### src/rtl/mem_bus_pkg.sv
// Shared definitions for the MEM-stage load/store sequencer:
// op encodings, sequencer states, UART register defaults, byte-select patterns.
package mem_bus_pkg;

  localparam logic [2:0] OP_LB  = 3'd0;
  localparam logic [2:0] OP_LBU = 3'd1;
  localparam logic [2:0] OP_LH  = 3'd2;
  localparam logic [2:0] OP_LHU = 3'd3;
  localparam logic [2:0] OP_LW  = 3'd4;
  localparam logic [2:0] OP_SB  = 3'd5;
  localparam logic [2:0] OP_SH  = 3'd6;
  localparam logic [2:0] OP_SW  = 3'd7;

  typedef enum logic [1:0] {
    IDLE,
    SETUP,
    ACCESS,
    DONE
  } state_t;

  localparam logic [31:0] UART_DATA_ADDR_DEF = 32'hBFD003F8;
  localparam logic [31:0] UART_STAT_ADDR_DEF = 32'hBFD003FC;

  // Active-low byte selects
  localparam logic [3:0] SEL_NONE    = 4'b1111;
  localparam logic [3:0] SEL_WORD    = 4'b0000;
  localparam logic [3:0] SEL_HALF_LO = 4'b1100;
  localparam logic [3:0] SEL_HALF_HI = 4'b0011;
  localparam logic [3:0] SEL_UART    = 4'b1110;

  function automatic logic op_is_store(input logic [2:0] op);
    return (op == OP_SB) || (op == OP_SH) || (op == OP_SW);
  endfunction

  // Halfwords need addr[0] clear, words need addr[1:0] clear
  function automatic logic op_misaligned(input logic [2:0] op, input logic [1:0] lo);
    logic bad;
    bad = 1'b0;
    case (op)
      OP_LH, OP_LHU, OP_SH: bad = lo[0];
      OP_LW, OP_SW:         bad = |lo;
      default:              bad = 1'b0;
    endcase
    return bad;
  endfunction

endpackage

### src/rtl/mem_lane_align.sv
// Little-endian lane steering: byte selects, store-data replication and
// load-data alignment with sign/zero extension. Purely combinational.
module mem_lane_align
  import mem_bus_pkg::*;
(
  input  logic [2:0]  op,
  input  logic [1:0]  addr_lo,
  input  logic        uart,
  input  logic [31:0] wdata,
  input  logic [31:0] rdata,
  output logic [3:0]  sel_n,
  output logic [31:0] wdata_rep,
  output logic [31:0] rdata_ext
);

  logic [31:0] shifted;
  logic [7:0]  b;
  logic [15:0] h;

  // Select lanes and build store/load data for the current op
  always_comb begin
    sel_n     = SEL_WORD;
    wdata_rep = wdata;
    rdata_ext = rdata;
    shifted   = rdata >> {addr_lo, 3'b000};
    b         = rdata[7:0];
    h         = rdata[15:0];
    if (uart) begin
      // UART registers are byte-wide on lane 0 regardless of op size
      sel_n     = SEL_UART;
      wdata_rep = {4{wdata[7:0]}};
      rdata_ext = (op == OP_LB) ? {{24{b[7]}}, b} : {24'b0, b};
    end else begin
      case (op)
        OP_LB, OP_LBU, OP_SB: begin
          sel_n     = ~(4'b0001 << addr_lo);
          wdata_rep = {4{wdata[7:0]}};
          b         = shifted[7:0];
          rdata_ext = (op == OP_LB) ? {{24{b[7]}}, b} : {24'b0, b};
        end
        OP_LH, OP_LHU, OP_SH: begin
          sel_n     = addr_lo[1] ? SEL_HALF_HI : SEL_HALF_LO;
          wdata_rep = {2{wdata[15:0]}};
          h         = addr_lo[1] ? rdata[31:16] : rdata[15:0];
          rdata_ext = (op == OP_LH) ? {{16{h[15]}}, h} : {16'b0, h};
        end
        default: begin
          sel_n     = SEL_WORD;
        end
      endcase
    end
  end

endmodule

### src/rtl/mem_bus_ctrl.sv
// MEM-stage load/store sequencer: IDLE -> SETUP -> ACCESS(xWAIT_CYCLES) -> DONE.
// Optional saturating stall-cycle counter enabled by MEM_BUS_PERF_CNT_EN.
module mem_bus_ctrl
  import mem_bus_pkg::*;
#(
  parameter int unsigned WAIT_CYCLES    = 1,
  parameter logic [31:0] UART_DATA_ADDR = UART_DATA_ADDR_DEF,
  parameter logic [31:0] UART_STAT_ADDR = UART_STAT_ADDR_DEF
) (
  input  logic        clk,
  input  logic        rst,
  input  logic        req_valid,
  input  logic [2:0]  req_op,
  input  logic [31:0] req_addr,
  input  logic [31:0] req_wdata,
  output logic        stall_o,
  output logic        resp_valid,
  output logic [31:0] resp_rdata,
  output logic        addr_err,
  output logic        ram_ce_o,
  output logic [31:0] ram_addr_o,
  output logic [31:0] ram_data_o,
  output logic        ram_we_n_o,
  output logic [3:0]  ram_sel_n_o,
  input  logic [31:0] ram_data_i,
  output logic [31:0] stall_cycles_o
);

  localparam logic [3:0] WAIT_LAST = 4'(WAIT_CYCLES - 1);

  state_t      state, state_n;
  logic [2:0]  op_q;
  logic [31:0] addr_q;
  logic [31:0] wdata_q;
  logic [3:0]  wait_cnt;
  logic        misaligned, accept, is_uart, store_q;
  logic [3:0]  sel_n;
  logic [31:0] wdata_rep, rdata_ext;

  assign misaligned = op_misaligned(req_op, req_addr[1:0]);
  assign accept     = (state == IDLE) && req_valid && !misaligned;
  assign is_uart    = (addr_q == UART_DATA_ADDR) || (addr_q == UART_STAT_ADDR);
  assign store_q    = op_is_store(op_q);

  // Lanes are derived from the latched request so they hold for the whole transaction
  mem_lane_align u_align (
    .op        (op_q),
    .addr_lo   (addr_q[1:0]),
    .uart      (is_uart),
    .wdata     (wdata_q),
    .rdata     (ram_data_i),
    .sel_n     (sel_n),
    .wdata_rep (wdata_rep),
    .rdata_ext (rdata_ext)
  );

  // State register
  always_ff @(posedge clk) begin
    if (rst) state <= IDLE;
    else     state <= state_n;
  end

  // Next-state: single pass, no DONE->SETUP shortcut
  always_comb begin
    state_n = state;
    case (state)
      IDLE:    if (accept) state_n = SETUP;
      SETUP:   state_n = ACCESS;
      ACCESS:  if (wait_cnt == WAIT_LAST) state_n = DONE;
      DONE:    state_n = IDLE;
      default: state_n = IDLE;
    endcase
  end

  // Capture the request on acceptance; held until the next accepted request
  always_ff @(posedge clk) begin
    if (rst) begin
      op_q    <= OP_LB;
      addr_q  <= '0;
      wdata_q <= '0;
    end else if (accept) begin
      op_q    <= req_op;
      addr_q  <= req_addr;
      wdata_q <= req_wdata;
    end
  end

  // ACCESS dwell counter
  always_ff @(posedge clk) begin
    if (rst || state != ACCESS) wait_cnt <= '0;
    else                        wait_cnt <= wait_cnt + 4'd1;
  end

  // Response and error pulses; resp_valid accompanies the freshly registered load data
  always_ff @(posedge clk) begin
    if (rst) begin
      resp_valid <= 1'b0;
      resp_rdata <= '0;
      addr_err   <= 1'b0;
    end else begin
      resp_valid <= (state == DONE);
      addr_err   <= (state == IDLE) && req_valid && misaligned;
      if (state == DONE && !store_q) resp_rdata <= rdata_ext;
    end
  end

  // Bus drive and pipeline stall; address/data/sel only move in IDLE, so they are stable under we_n
  always_comb begin
    stall_o     = accept || (state == SETUP) || (state == ACCESS);
    ram_ce_o    = (state != IDLE);
    ram_we_n_o  = !((state == ACCESS) && store_q);
    ram_sel_n_o = ram_ce_o ? sel_n : SEL_NONE;
    ram_addr_o  = {addr_q[31:2], 2'b00};
    ram_data_o  = wdata_rep;
  end

`ifdef MEM_BUS_PERF_CNT_EN
  // Saturating count of stalled cycles
  always_ff @(posedge clk) begin
    if (rst)                                 stall_cycles_o <= '0;
    else if (stall_o && stall_cycles_o != '1) stall_cycles_o <= stall_cycles_o + 32'd1;
  end
`else
  assign stall_cycles_o = '0;
`endif

endmodule

### config.mk
export PLATFORM = sky130hd
export DESIGN_NAME = mem_bus_ctrl
export DESIGN_NICKNAME = d
export VERILOG_FILES = /design/src/rtl/mem_bus_pkg.sv /design/src/rtl/mem_lane_align.sv /design/src/rtl/mem_bus_ctrl.sv
export SDC_FILE = /design/constraint.sdc
export NUM_CORES = 1
export LEC_CHECK = 0
export ABC_AREA = 1
export CORE_ASPECT_RATIO = 0.9
export CORE_UTILIZATION = 44
export DETAILED_ROUTE_END_ITERATION = 16
export PLACE_DENSITY = 0.86
export SLEW_MARGIN = 25
export SYNTH_ARGS = -nofsm -noshare
export SYNTH_HDL_FRONTEND = slang
export SYNTH_SLANG_ARGS = --single-unit
### constraint.sdc
create_clock -name clk -period 1.7 [get_ports clk]
set_input_delay 0.17 -clock clk [delete_from_list [all_inputs] [get_ports clk]]
set_output_delay 0.17 -clock clk [all_outputs]
set_load 0.005 [all_outputs]
## Yosys cells after proc, flatten, opt, wreduce, memory -nomap -nowiden

Index checks and enable logic that the tools add are counted.
W data, S select, Z words.

| word-level totals | value |
|---|---|
| word-level logic and storage cells | 71 |
| register bits | 107 |
| input port bits | 102 |

| cells by class | value |
|---|---|
| reductions and logical operators | 24 |
| equal/unequal tests | 19 |
| bitwise operators | 1 |
| muxes and demuxes | 16 |
| shift-type cells | 2 |
| add/sub/neg operators | 1 |

Operators by type and width:

| operator | number |
|---|---|
| $mux W32 | 5 |
| $pmux W32 S2 | 2 |
| $eq A32 B32 Y1 const B | 2 |
| $shr A32 B5 Y8 | 1 |
| $eq A3 B3 Y1 const B | 6 |
| $mux W16 | 1 |
| $eq A3 B2 Y1 const B | 4 |
| $mux W4 | 3 |
| $reduce_or A3 Y1 | 3 |
| $pmux W2 S4 | 1 |
| $pmux W4 S2 | 1 |
| $logic_or A1 B1 Y1 | 6 |
| $ne A2 B2 Y1 const B | 3 |
| $logic_and A1 B1 Y1 | 5 |
| $add A4 B1 Y4 const B | 1 |
| $eq A2 B2 Y1 const B | 2 |
| $logic_not A4 Y1 | 1 |
| $mux W2 | 2 |
| $not A4 Y4 | 1 |
| $reduce_or A2 Y1 | 2 |
| $shl A1 B2 Y4 const A | 1 |
| $eq A3 B1 Y1 const B | 1 |
| $logic_not A1 Y1 | 3 |
| $logic_not A3 Y1 | 1 |
| other kinds (5) | 5 |

## Logic depth before layout (Yosys ltp)

| depth | value |
|---|---|
| depth in word-level cells | 7 |
| depth in mapped cells | 11 |

## Modules after synthesis

A second synthesis with hierarchy kept.

| unflattened totals | value |
|---|---|
| cell total of the unflattened synthesis | 988 |
| area total of the unflattened synthesis | 6206.0 um^2 |

Modules (own cells, without submodules):

| module | area an instance (um^2) | cells an instance | instances |
|---|---|---|---|
| mem_bus_ctrl | 4431.8 | 573 | 1 |
| mem_lane_align | 1774.2 | 415 | 1 |

## Worst setup path before layout

Ideal clock, no wire load.

| timing | value |
|---|---|
| path kind | reg-to-output |
| start point | reg state[0] |
| end point | out stall_o |
| slack | 0.203 ns |
| buffers on the path | 2 |
| arrival | 1.327 ns |
| cell stages (with the launch flop) | 9 |
| path through | dfxtp_1 > inv_1 > ha_1 > nand2_1 > inv_1 > nand2_1 > buf_4 > clkbuf_1 > nand2_1 |

| on the way | value |
|---|---|
| cells in the longest elaborated chain, start to end | 5 |
| elaborated cells on any way between the ends | 7 |

RTL lines:

| what | RTL line | text |
|---|---|---|
| start, declared | mem_bus_ctrl.sv:31 | `state_t state, state_n;` |
| start signal, assigned | mem_bus_ctrl.sv:60 | `else state <= state_n;` |
| $logic_not A2 Y1 | mem_bus_ctrl.sv:41 | `assign accept = (state == IDLE) && req_valid && !misaligned;` |
| $logic_and A1 B1 Y1 (2 in series) | mem_bus_ctrl.sv:41 |  |
| $logic_or A1 B1 Y1 | mem_bus_ctrl.sv:109 | `stall_o = accept \|\| (state == SETUP) \|\| (state == ACCESS);` |
| $logic_or A1 B1 Y1 * | mem_bus_ctrl.sv:109 |  |
| end, declared | mem_bus_ctrl.sv:16 | `output logic stall_o,` |

Mark *: on every way between the ends. The rest lies on a longest branch, timed or not.

## Worst setup path after layout

| timing | value |
|---|---|
| start point | reg addr_q[12] |
| end point | out ram_data_o[20] |

| on the way | value |
|---|---|
| cells in the longest elaborated chain, start to end | 3 |
| elaborated cells on any way between the ends | 4 |

RTL lines:

| what | RTL line | text |
|---|---|---|
| start, declared | mem_bus_ctrl.sv:33 | `logic [31:0] addr_q;` |
| start signal, assigned | mem_bus_ctrl.sv:83 | `addr_q <= req_addr;` |
| $eq A32 B32 Y1 | mem_bus_ctrl.sv:42 | `assign is_uart = (addr_q == UART_DATA_ADDR) \|\| (addr_q == UART_STAT_ADDR);` |
| $logic_or A1 B1 Y1 * | mem_bus_ctrl.sv:42 |  |
| $mux W32 * | mem_lane_align.sv:28 | `if (uart) begin` |
| end, declared | mem_bus_ctrl.sv:22 | `output logic [31:0] ram_data_o,` |

Marks and branches as above.

==> flow_summary.ini <==
[placement]
dpl.cell_count = 1258
place.port_buffers = 204
gp_congestion = 0.921
post-dp-hpwl_um = 13600
dpl_cell_area_um2 = 8220

[clock_network]
clock-root-buffer = clkbuf_16
clock-sinks = 107
cts_hold_buffers = 0
cts_buffers = 9
h-tree-depth = 3
cts_tree = done
clock_latency_ps = 350
clk_pin_slew_ps = 70
clockBufferDepth = 2

[floorplanning]
core-area_um2 = 12900
num_rows = 39
dieArea_um2 = 14000
ioPinCount = 239
fp.dieW_um = 125
start_util_pct = 46.0
die_height_um = 112

[timing]
rsz0062_at_grt = true
finalHoldViolations = 0
worst_slack_ps = -221
fmax_mhz = 521
drv_slew = 0
post-route-period-util_pct = 113
setup_tns_ps = -4840
fin_skew_ps = 6.19
setup-violations-final = 40
fin_crit_ps = 1920

[setup_path]
required_ps = 1530
end_kind = output port
cp-start-kind = flip-flop
crit_cells = 12
worstPathMaxFanout = 7
path_class = flip-flop to output port
critical_path.max_stage_delay_ps = 310
cp_top_family = simple AND/OR/NAND/NOR gates
reg2regPathDepth = 12
critical_path_arrival_ps = 1750
path_cells = inv_1 -> nand2_2 -> nor2_4 -> nand2_4 -> nor2_4 -> nand2_4 -> nand2_8 -> inv_8 -> buf_12 -> nand2_1 -> nand2_1 -> buf_2
slowest_stage = dfxtp_1
crit_buf_inv = 4

[global_routing]
grt_remaining_overflow = 0
grt_max_degree = 50
antenna_found_initial = 0
grt_pass1_wl_um = 28800
grt_pass1_vias = 5776
grt_usage_pct = 25.6

[power_and_ir_drop]
leakage_nw = 3.94
fin_total_pwr_mw = 10.7
power_density_nw_per_um2 = 1180
ir_drop_mv = 0.751

[yosys]
yosys.area.top_type = dfxtp_1
synth_cell_types = 36
netlist_top_cells_area = dfxtp_1, nand2_1, buf_4
syn_area_per_cell_um2 = 6.64
synth_seq_cells = 107
ys_seq_area_share_pct = 36.0
synth_area_um2 = 5950
synthCells = 896
yosys_warnings = 0
synth_top_area_share_pct = 36.0

[cells_and_area]
finalCoreUtilization_pct = 70.0
final_cell_mix = nand2_1, clkdlybuf4s50_1, nor2_1, o21ai_0, dfxtp_1
final_common_cell = nand2_1
final_cells = 1299
n_antenna_cell = 0
num-nets-final = 1238
final_layout_size_suffix_gt1_share_pct = 25.3
syn2layout_area_growth_pct = 52.2
final_area_um2 = 9050

[detailed_routing]
drc = 0
firstDrtPassIters = 6
totalWireLength_um = 18800
first_iter_violations = 567
postRouteAntennaNets = 0
via_per_inst = 4.96
wl_per_cell_um = 14.5
num_vias = 6440

[outcome]
violations = negative setup slack
status = complete, but fails checks

[job]
max-cap-violations = 0

[worst_hold_path]
whs_path_depth = 3
hp-class = primary input to flip-flop
[Yosys cell counts]
cell type	count
buf_6	6
nor2_4	2
nand3_4	1
buf_2	7
conb_1	1
nor2_2	6
buf_4	75
dfxtp_1	107
nand2_4	4
nand4_1	10
nand3_1	41
and2_1	1
inv_4	1
nor3_4	1
nand2_1	221
o21ai_4	1
a211oi_1	1
inv_1	53
xnor2_1	1
a21o_1	1
o21ai_0	102
clkinv_2	1
clkbuf_1	25
buf_8	1
or2_2	1
nand2_2	9
nor3_1	1
ha_1	6
o211ai_1	9
inv_2	6
o21a_1	1
a21oi_1	38
clkinv_1	1
o2111ai_1	2
o21ai_1	2
nor2_1	150
[worst min-delay path: cells and delay by family]
| family | cells | cell delay, ps |
|---|---|---|
| buf+inv | 1 | 410 |
| simple gates | 2 | 130 |
[power breakdown]
group | switching [mW] | internal [mW] | leakage, nW
logic | 2.72 | 2.51 | 2.91
registers | 0.308 | 2.99 | 0.884
clock network | 0.953 | 1.19 | 0.146
total | 3.98 | 6.69 | 3.94
[layout make-up]
class	instances	area, um^2
timing repair buffer	302	2800
tap	164	205
inverter	62	246
sequential	107	2170
clock inverter	5	60.1
clock buffer	11	243
multi-input combinational	647	3320
fill	1069	3880
timing repair inverter	1	11.3
[metal layers]
metal	global-route usage (%)	vias up	share of wire [%]
met5	0	-	0
met3	6.05	49	7.6
met2	42.2	278	48
li1	-	3213	-
met1	32.7	2900	41
met4	9.24	0	2.7
[path summary, 6_finish.rpt]
kind / end / startpoint / slack [ps]
max reg2reg: resp_rdata[19]$_SDFFE_PP0P_ / addr_q[12]$_SDFFE_PP0P_ / -60
max: ram_data_o[20] / addr_q[12]$_SDFFE_PP0P_ / -220
min: addr_err$_SDFF_PP0_ / req_valid / 400
min reg2reg: addr_q[15]$_SDFFE_PP0P_ / addr_q[15]$_SDFFE_PP0P_ / 460
[state kept, by name (all words and copies together) (netlist names)]
name	count
addr_err	1
op_q	3
addr_q	32
resp_rdata	32
wait_cnt	4
state	2
wdata_q	32
resp_valid	1
[timing repair]
action	in CTS	in global routing
gates cloned	1	1
resized for setup	208	70
pin swaps	25	39
buffers inserted	15	11
setup endpoints to repair	51	56
[cells by family (layout without fill, tap and decap cells)]
kind of cell,Yosys count,after routing,synth area share [%]
AOI/OAI and AO/OA,157,157,14.0
xor gates and xnor gates,1,1,0.147
adders and majority gates,6,6,1.26
buffers and inverters,176,381,17.0
DFF,107,107,36.0
other,1,34,0.0630
and+or+nand+nor,448,449,31.5
[through the flow]
step / setup slack (ps) / hold slack, ps
final: -221 / 401
after global routing: -326 / 420
after CTS: -253 / 397
after detailed placement: -388 / 458
after global placement: -311 / 442
after floorplan: 203 / 318
Power figures use the tool's default switching activity.
